[src/rtl/perf_counter_unit_if.sv]
// ---------------------------------------------------------------------------
// perf_counter_unit_if
// Bundles the control inputs, pipeline event inputs and count outputs of the
// performance counter unit.
//   master : pipeline control / register-file side; drives start, finish,
//            clear, stall, retire_valid, retire_class and observes the counts.
//   slave  : the counter unit itself.
// Parameter CW is the width of every counter.
// ---------------------------------------------------------------------------
interface perf_counter_unit_if #(
    parameter int CW = 19
);
    logic          start;
    logic          finish;
    logic          clear;
    logic          stall;
    logic          retire_valid;
    logic [1:0]    retire_class;
    logic [CW-1:0] stall_count;
    logic [CW-1:0] aritmetric_count;
    logic [CW-1:0] memory_count;
    logic [CW-1:0] instruction_count;
    logic [CW-1:0] cycle_count;
    logic          running;
    logic          done;
    logic          saturated;

    modport master (
        output start, finish, clear, stall, retire_valid, retire_class,
        input  stall_count, aritmetric_count, memory_count, instruction_count,
               cycle_count, running, done, saturated
    );

    modport slave (
        input  start, finish, clear, stall, retire_valid, retire_class,
        output stall_count, aritmetric_count, memory_count, instruction_count,
               cycle_count, running, done, saturated
    );
endinterface

[src/rtl/perf_counter_unit.sv]
// ---------------------------------------------------------------------------
// perf_counter_unit
// Pipeline event counter feeding the scalar register file. Runs from a start
// pulse until the register file raises finish, counting cycles, stalled
// cycles and retired instructions (total, arithmetic, memory) in saturating
// CW-bit counters.
// Ports:
//   clk  : clock
//   rst  : asynchronous, active-high reset
//   bus  : perf_counter_unit_if.slave (control, events, counts, status)
// ---------------------------------------------------------------------------
module perf_counter_unit #(
    parameter int CW = 19
) (
    input  logic                 clk,
    input  logic                 rst,
    perf_counter_unit_if.slave   bus
);
    localparam logic [CW-1:0] MAX = '1;

    typedef enum logic [1:0] {
        IDLE = 2'd0,
        RUN  = 2'd1,
        DONE = 2'd2
    } state_t;

    state_t state, state_next;

    logic [CW-1:0] cyc_q, stl_q, ari_q, mem_q, ins_q;
    logic [CW-1:0] cyc_n, stl_n, ari_n, mem_n, ins_n;
    logic          sat_q;
    logic          retire_ok;

    function automatic logic [CW-1:0] sat_inc(input logic [CW-1:0] v, input logic en);
        return (en && (v != MAX)) ? v + 1'b1 : v;
    endfunction

    // Next-state logic; clear overrides every other transition.
    always_comb begin
        // NOTE: default first so every path assigns state_next and no latch is inferred.
        state_next = state;
        unique case (state)
            IDLE:    if (bus.start)  state_next = RUN;
            RUN:     if (bus.finish) state_next = DONE;
            DONE:    state_next = DONE;
            default: state_next = IDLE;
        endcase
        if (bus.clear) state_next = IDLE;
    end

    // A retire during a stall is the same instruction being held, so it is
    // not counted until it actually leaves the pipeline.
    assign retire_ok = bus.retire_valid && !bus.stall;

    // Candidate counter values; only RUN advances them (finish cycle included).
    always_comb begin
        cyc_n = sat_inc(cyc_q, state == RUN);
        stl_n = sat_inc(stl_q, (state == RUN) && bus.stall);
        ins_n = sat_inc(ins_q, (state == RUN) && retire_ok);
        ari_n = sat_inc(ari_q, (state == RUN) && retire_ok && (bus.retire_class == 2'd1));
        mem_n = sat_inc(mem_q, (state == RUN) && retire_ok && (bus.retire_class == 2'd2));
    end

    always_ff @(posedge clk or posedge rst) begin
        // NOTE: non-blocking assignments so all registers update from pre-edge values.
        if (rst) begin
            state <= IDLE;
            cyc_q <= '0;
            stl_q <= '0;
            ari_q <= '0;
            mem_q <= '0;
            ins_q <= '0;
            sat_q <= 1'b0;
        end else if (bus.clear) begin
            state <= IDLE;
            cyc_q <= '0;
            stl_q <= '0;
            ari_q <= '0;
            mem_q <= '0;
            ins_q <= '0;
            sat_q <= 1'b0;
        end else begin
            state <= state_next;
            cyc_q <= cyc_n;
            stl_q <= stl_n;
            ari_q <= ari_n;
            mem_q <= mem_n;
            ins_q <= ins_n;
            // Sticky: set on the edge any counter lands on its ceiling.
            if ((cyc_n == MAX) || (stl_n == MAX) || (ari_n == MAX) ||
                (mem_n == MAX) || (ins_n == MAX))
                sat_q <= 1'b1;
        end
    end

    assign bus.cycle_count       = cyc_q;
    assign bus.stall_count       = stl_q;
    assign bus.aritmetric_count  = ari_q;
    assign bus.memory_count      = mem_q;
    assign bus.instruction_count = ins_q;
    assign bus.saturated         = sat_q;
    assign bus.running           = (state == RUN);
    assign bus.done              = (state == DONE);
endmodule

[src/flat_wrapper.sv]
// flat-port wrapper written by rule: the top's interface ports become plain ports
module perf_counter_unit_flat 
#(
    parameter int CW = 19
)
  (clk, rst, bus_start, bus_finish, bus_clear, bus_stall, bus_retire_valid, bus_retire_class, bus_stall_count, bus_aritmetric_count, bus_memory_count, bus_instruction_count, bus_cycle_count, bus_running, bus_done, bus_saturated);
  perf_counter_unit_if #(.CW(CW)) bus_i ();
  input  logic clk;
  input  logic rst;
  input wire logic [$bits(bus_i.start)-1:0] bus_start;
  input wire logic [$bits(bus_i.finish)-1:0] bus_finish;
  input wire logic [$bits(bus_i.clear)-1:0] bus_clear;
  input wire logic [$bits(bus_i.stall)-1:0] bus_stall;
  input wire logic [$bits(bus_i.retire_valid)-1:0] bus_retire_valid;
  input wire logic [$bits(bus_i.retire_class)-1:0] bus_retire_class;
  output wire logic [$bits(bus_i.stall_count)-1:0] bus_stall_count;
  output wire logic [$bits(bus_i.aritmetric_count)-1:0] bus_aritmetric_count;
  output wire logic [$bits(bus_i.memory_count)-1:0] bus_memory_count;
  output wire logic [$bits(bus_i.instruction_count)-1:0] bus_instruction_count;
  output wire logic [$bits(bus_i.cycle_count)-1:0] bus_cycle_count;
  output wire logic [$bits(bus_i.running)-1:0] bus_running;
  output wire logic [$bits(bus_i.done)-1:0] bus_done;
  output wire logic [$bits(bus_i.saturated)-1:0] bus_saturated;
  assign bus_i.start = bus_start;
  assign bus_i.finish = bus_finish;
  assign bus_i.clear = bus_clear;
  assign bus_i.stall = bus_stall;
  assign bus_i.retire_valid = bus_retire_valid;
  assign bus_i.retire_class = bus_retire_class;
  assign bus_stall_count = bus_i.stall_count;
  assign bus_aritmetric_count = bus_i.aritmetric_count;
  assign bus_memory_count = bus_i.memory_count;
  assign bus_instruction_count = bus_i.instruction_count;
  assign bus_cycle_count = bus_i.cycle_count;
  assign bus_running = bus_i.running;
  assign bus_done = bus_i.done;
  assign bus_saturated = bus_i.saturated;
  perf_counter_unit #(.CW(CW)) u_core (.clk(clk), .rst(rst), .bus(bus_i));
endmodule
[config.mk]
export PLATFORM = sky130hd
export DESIGN_NAME = perf_counter_unit_flat
export DESIGN_NICKNAME = d
export VERILOG_FILES = /design/src/rtl/perf_counter_unit_if.sv /design/src/rtl/perf_counter_unit.sv /design/src/flat_wrapper.sv
export SDC_FILE = /design/constraint.sdc
export NUM_CORES = 1
export LEC_CHECK = 0
export CAP_MARGIN = 30
export CORE_AREA = 2 2 88 133
export CTS_CLUSTER_SIZE = 8
export DETAILED_ROUTE_END_ITERATION = 10
export DIE_AREA = 0 0 90 135
export PLACE_DENSITY = 0.8
export SYNTH_ARGS = -nofsm -noshare
export SYNTH_HDL_FRONTEND = slang
export SYNTH_SLANG_ARGS = --single-unit
[constraint.sdc]
create_clock -name clk -period 3.5 [get_ports clk]
set_input_delay 0.7 -clock clk [delete_from_list [all_inputs] [get_ports clk]]
set_output_delay 0.7 -clock clk [all_outputs]
set_load 0.05 [all_outputs]
[Word level (Yosys, flattened, before mapping)]
Index checks and enable logic that the tools add are counted.
Word-level totals
  output and inout bits: 98
  memories: 0
  bits in writable memories: 0
  bits in latches: 0
  memory bits (read-only): 0
  register bits: 98
Cells by class
  bitwise operators: 0
  reductions and logical operators: 18
  add/sub/neg operators: 5
  equal/unequal tests: 16
  shifts and indexed selects: 0
  $lt $le $gt $ge: 0
  multipliers: 0
  muxes and demuxes: 16
  divide/modulo/power cells: 0
Operators with widths (count)
  $mux 19: 10
  $add 19x1->19 const B: 5
  $eq 19x19->1 const B: 5
  $ne 19x19->1 const B: 5
  $logic_and 1x1->1: 10
  $mux 2: 3
  $ne 3x3->1 const B: 2
  $pmux 2 s3: 1
  $eq 2x1->1 const B: 2
  $eq 2x2->1 const B: 2
  $logic_or 1x1->1: 4
  $logic_not 2->1: 1
  $mux 1: 2
  $reduce_and 2->1: 1
  $reduce_bool 2->1: 1
  $logic_not 1->1: 1

[Logic depth before layout (Yosys ltp)]
  word-level depth: 12
  depth in mapped cells: 12
  gate-level depth less buffers: 9

[Worst setup path before layout]
Ideal clock, no wire load.
  kind: register -> register
  from: register u_core.state[1]
  to: register u_core.sat_q, in the netlist u_core.bus.saturated
  stages on the path, launching flop included: 13
  arrival: 2851 ps
  path buffers: 3
  slack: 509 ps
  period minus slack after synthesis: 2991 ps
  path through: dfrtp_1 inv_1 ha_1 buf_2 nand3b_1 clkbuf_1 nor2_1 o21a_1 clkbuf_1 o21ai_0 a311o_1 a32oi_1 a41oi_1
On the way
  cells in the longest elaborated chain, start to end: 10
  elaborated cells on any way between the ends: 25
  classes of those cells: 6 x eq/ne; 5 x mux; 14 x reduce/logical
RTL lines
  from (decl): RTL line perf_counter_unit.sv:27  | state_t state, state_next;
  from (signal assigned): RTL line perf_counter_unit.sv:83  | state <= state_next;
  $eq 2x1->1 *
  named net bus_running: RTL line flat_wrapper.sv:21  | output wire logic [$bits(bus_i.running)-1:0] bus_running;
  $logic_and 1x1->1 (on tied branches)
  $logic_and 1x1->1 (on tied branches): RTL line perf_counter_unit.sv:35, perf_counter_unit.sv:60
  $mux 19 or $logic_and 1x1->1 (tied branches): RTL line perf_counter_unit.sv:35  | return (en && (v != MAX)) ? v + 1'b1 : v;
  $eq 19x19->1 or $mux 19 (tied branches): RTL line perf_counter_unit.sv:90, perf_counter_unit.sv:35
  $logic_or 1x1->1 or $eq 19x19->1 (tied branches): RTL line perf_counter_unit.sv:90  | if ((cyc_n == MAX) || (stl_n == MAX) || (ari_n == MAX) ||
  $logic_or 1x1->1 (2 in a row): RTL line perf_counter_unit.sv:90
  $logic_or 1x1->1 *: RTL line perf_counter_unit.sv:91  | (mem_n == MAX) || (ins_n == MAX))
  $reduce_bool 2->1 (no line) *
  to (signal assigned): RTL line perf_counter_unit.sv:73  | sat_q <= 1'b0;
  to (signal assigned): RTL line perf_counter_unit.sv:81  | sat_q <= 1'b0;
  to (signal assigned): RTL line perf_counter_unit.sv:92  | sat_q <= 1'b1;
  to (decl): RTL line perf_counter_unit.sv:31  | logic sat_q;
The timed path passes the listed nets; every way through them passes the cells marked *.
A chain may end at the register's enable or synchronous reset.

[Worst setup path after layout]
  from: input port bus_stall
  to: register u_core.sat_q, in the netlist u_core.bus.saturated
On the way
  cells in the longest elaborated chain, start to end: 11
  elaborated cells on any way between the ends: 23
  classes of those cells: 4 x eq/ne; 4 x mux; 15 x reduce/logical
RTL lines
  from (decl): RTL line flat_wrapper.sv:13  | input wire logic [$bits(bus_i.stall)-1:0] bus_stall;
  $logic_not 1->1: RTL line perf_counter_unit.sv:53  | assign retire_ok = bus.retire_valid && !bus.stall;
  $logic_and 1x1->1: RTL line perf_counter_unit.sv:53
  $logic_and 1x1->1: RTL line perf_counter_unit.sv:59, perf_counter_unit.sv:60, perf_counter_unit.sv:61
  $logic_and 1x1->1: RTL line perf_counter_unit.sv:60  | ari_n = sat_inc(ari_q, (state == RUN) && retire_ok && (bus.retire_class == 2'd1));
  $logic_and 1x1->1: RTL line perf_counter_unit.sv:35
  $mux 19: RTL line perf_counter_unit.sv:35
  $eq 19x19->1: RTL line perf_counter_unit.sv:90
  $logic_or 1x1->1 (2 in a row): RTL line perf_counter_unit.sv:90
  $logic_or 1x1->1 *: RTL line perf_counter_unit.sv:91
  $reduce_bool 2->1 (no line) *
Every way passes the cells marked *; elsewhere a longest branch is shown, timed or not.

==> flow_summary.ini <==
[status]
outcome = complete, no violations

[final_layout]
multi_input_area_sq_um = 3100
syn_to_final_growth_pct = 25.6
drive_gt1_frac = 0.0582
fillers = 937
seq_area_sq_um = 2450
nets = 769
antenna_cells = 0

[drt]
drc = 0
ant_nets = 0
avgRoutedWirePerCell_um = 16.5
drt-initial-drc-count = 343
wl_mm = 14.9
via_per_inst = 5.86
vias = 5292
dr.pass1.iters = 6

[sta]
tightest_slew_ns = 0.931
finalSetupViolations = 0
slew_headroom = 0.380
finalCritPeriodShare = 0.832
rsz0062_at_grt = false
fmax_mhz = 344
whs_ns = 0.570
slew_viol_final = 0
hold_viol = 0
tns_ns = 0
skew_ns = 0.00746
finalCriticalPeriod_ns = 2.91

[place]
hpwl_mm = 11.0
portBuffers = 106
routabilityCongestion = 0.990

[power]
vdd_drop_max_v = 0.000233
p_leak_nw = 2.91
power_density_nw_per_um2 = 312

[global_route]
grt_overflow_total = 0
busiest_layer = met2
grtUsageMet2 = 0.460
grt_pass1_vias = 5248
grt_first_pass_wirelength_mm = 25.1
grt_max_degree = 53
globalRouteMet3Util = 0.0430
met1_usage = 0.294
antenna_found_initial = 0
grtUsageTotal = 0.252

[yosys]
ys_ff_latch = 98
ys_seq_area_frac = 0.428
synthesis.nets = 669
yosysUniqueCellTypes = 64
syn-instance-count = 652
syn_area_sq_um = 5740
synthFlopType = dfrtp_1
synth_edf_count = 0
syn_avg_cell_area_sq_um = 8.80
yosys_warnings = 0
synthArstFlopShare = 1.00

[clock_tree]
clk_pin_slew_ns = 0.06
hold_buffers = 0
htree_levels = 3
cts_buffer_depth = 2
clk_latency_ns = 0.35
cts_resized = 0
cts_inserted_buffers = 9
postCtsSetupBuffers = 0
ctsRootBufferMaster = clkbuf_16
cts_tree = yes
cts_sinks = 98

[worst_setup_path]
arrival_ns = 3.16
path_buf_inv = 2
cp_top_family = simple AND/OR/NAND/NOR gates
end_kind = flip-flop
crit_path_start_kind = primary input
cpPeakStageDelay_ns = 0.48
crit_slowest_cell = clkdlybuf4s50_1
critPathRequiredTime_ns = 3.75
path_cells = clkdlybuf4s50_1 -> nand3b_1 -> nor4_1 -> buf_4 -> nand4_1 -> xor2_1 -> nor4_1 -> nand4_1 -> a41oi_1
crit_type = in2reg
cp_max_fo = 11

[floorplanning]
fp.dieH_um = 135
num_rows = 47
die_w_um = 90
io_pins = 107
core-area_sq_um = 10900
die-area_sq_um = 12200
initial_utilization = 0.524

[run]
max_cap_viol_count = 0

[min_path]
hold_path.class = reg2reg
-- routing by layer --
layer / share of wire / routed length, um
met1: 0.40 / 5980
met5: 0 / 0
met2: 0.53 / 7930
met4: 0.021 / 320
met3: 0.047 / 703
-- state kept, by name, summed over array words and instances (netlist names) --
register / cells
u_core.bus.memory_count: 19
u_core.bus.stall_count: 19
u_core.bus.saturated: 1
u_core.bus.instruction_count: 19
u_core.bus.aritmetric_count: 19
u_core.bus.cycle_count: 19
u_core.state: 2
-- per-stage QoR --
step | cells | worst slack, ns | utilization | instance area [sq um] | total power, mW
detailed placement | 888 | 0.231 | 0.634 | 6930 | 1.36
global route | 903 | 0.274 | 0.659 | 7200 | 2.34
global placement | 888 | 0.291 | 0.634 | 6930 | 1.36
finish | 903 | 0.590 | 0.659 | 7200 | 2.25
CTS | 903 | 0.604 | 0.659 | 7200 | 2.28
floorplan | 652 | 0.238 | - | 5740 | 1.30
-- Yosys cell counts, types with 2 or more instances --
cell	n	share of area
o22ai_1	2	0.0022
and4_1	9	0.014
and3_1	21	0.023
nand3b_1	3	0.0039
a21oi_1	18	0.016
clkbuf_1	22	0.014
and3_2	3	0.0039
ha_1	8	0.017
nor2_1	119	0.078
nor2b_1	2	0.0022
o2111ai_1	2	0.0031
xnor2_1	29	0.044
nand4b_1	4	0.0061
a31oi_1	4	0.0044
o211ai_1	4	0.0052
nand3_1	42	0.037
inv_1	13	0.0085
nor4_1	16	0.017
and3b_1	2	0.0031
o21ai_0	10	0.0087
dfrtp_1	98	0.43
nand2_1	51	0.033
and4b_1	2	0.0035
o21ai_1	2	0.0017
o21a_1	6	0.0079
a41oi_1	2	0.0031
buf_2	3	0.0026
nor3_1	12	0.010
nor4b_1	2	0.0031
nand4_1	29	0.032
xor2_1	45	0.069
or4_1	2	0.0026
mux2i_1	7	0.012
a211oi_1	2	0.0026
nand2b_1	6	0.0065
and2_1	11	0.012
a311oi_1	2	0.0031
buf_6	2	0.0039
or3_1	7	0.0076
or2_2	4	0.0044
-- report_power, final --
group	switching, mW	internal (mW)	total, mW	leakage, nW
combinational	0.128	0.0562	0.184	1.41
sequential	0.0126	1.14	1.15	1.37
clock	0.418	0.495	0.912	0.134
total	0.558	1.69	2.25	2.91
-- path summary, 6_finish.rpt --
| check | from | endpoint | slack [ns] | depth (start not counted) |
|---|---|---|---|---|
| setup / recovery | bus_stall | u_core.bus.saturated | 0.59 | 9 |
| hold / removal | u_core.bus.stall_count[12] | u_core.bus.stall_count[12] | 0.57 | 2 |
| setup reg to reg | u_core.state[1] | u_core.bus.saturated | 0.76 | 10 |
| hold reg to reg | u_core.bus.stall_count[12] | u_core.bus.stall_count[12] | 0.57 | 2 |
| max in group asynchronous | rst | u_core.bus.memory_count[12] | 2.02 | 3 |
| min in group asynchronous | rst | u_core.state[0] | 0.79 | 2 |
-- worst register-to-register path, cell delays in order, from the launching register on --
cell and delay [ns]:
dfrtp_1 0.38, inv_1 0.10, ha_1 0.26, nand3b_1 0.33
nor4_1 0.36, buf_4 0.18, nand4_1 0.12, xor2_1 0.18
nor4_1 0.38, nand4_1 0.18, a41oi_1 0.17
-- layout by cell type, fill, tap and decap left out, types with 3 or more instances in the layout --
cell / instances
xnor2_1: 29
buf_4: 12
or3_1: 7
inv_1: 12
clkinv_2: 3
a21oi_1: 18
o21ai_0: 10
nor4_1: 16
or2_2: 4
ha_1: 8
clkdlybuf4s50_1: 105
nand4_1: 29
nand4b_1: 4
nor2_1: 119
nand3_1: 42
and4_1: 9
nand2_1: 51
nand3b_1: 3
dfrtp_1: 98
and3_2: 3
nor3_1: 12
o211ai_1: 4
and2_1: 11
xor2_1: 45
o21a_1: 6
a31oi_1: 4
nand2b_1: 6
and3_1: 21
clkbuf_16: 9
mux2i_1: 7
-- layout make-up --
type / count / area share
Timing Repair Buffer: 118 / 0.159
Inverter: 13 / 0.00712
Tap cell: 147 / 0.0255
Sequential cell: 98 / 0.340
Multi-Input combinational cell: 512 / 0.430
Clock inverter: 5 / 0.00434
Clock buffer: 10 / 0.0332
-- logic make-up after synthesis --
family / after synthesis / synth area share
xor+xnor: 74 / 0.113
buf+inv: 42 / 0.0318
simple gates: 353 / 0.313
flops: 98 / 0.428
compound gates: 70 / 0.0849
mux: 7 / 0.0122
fa+ha+maj: 8 / 0.0175
Power figures use the tool's default switching activity.
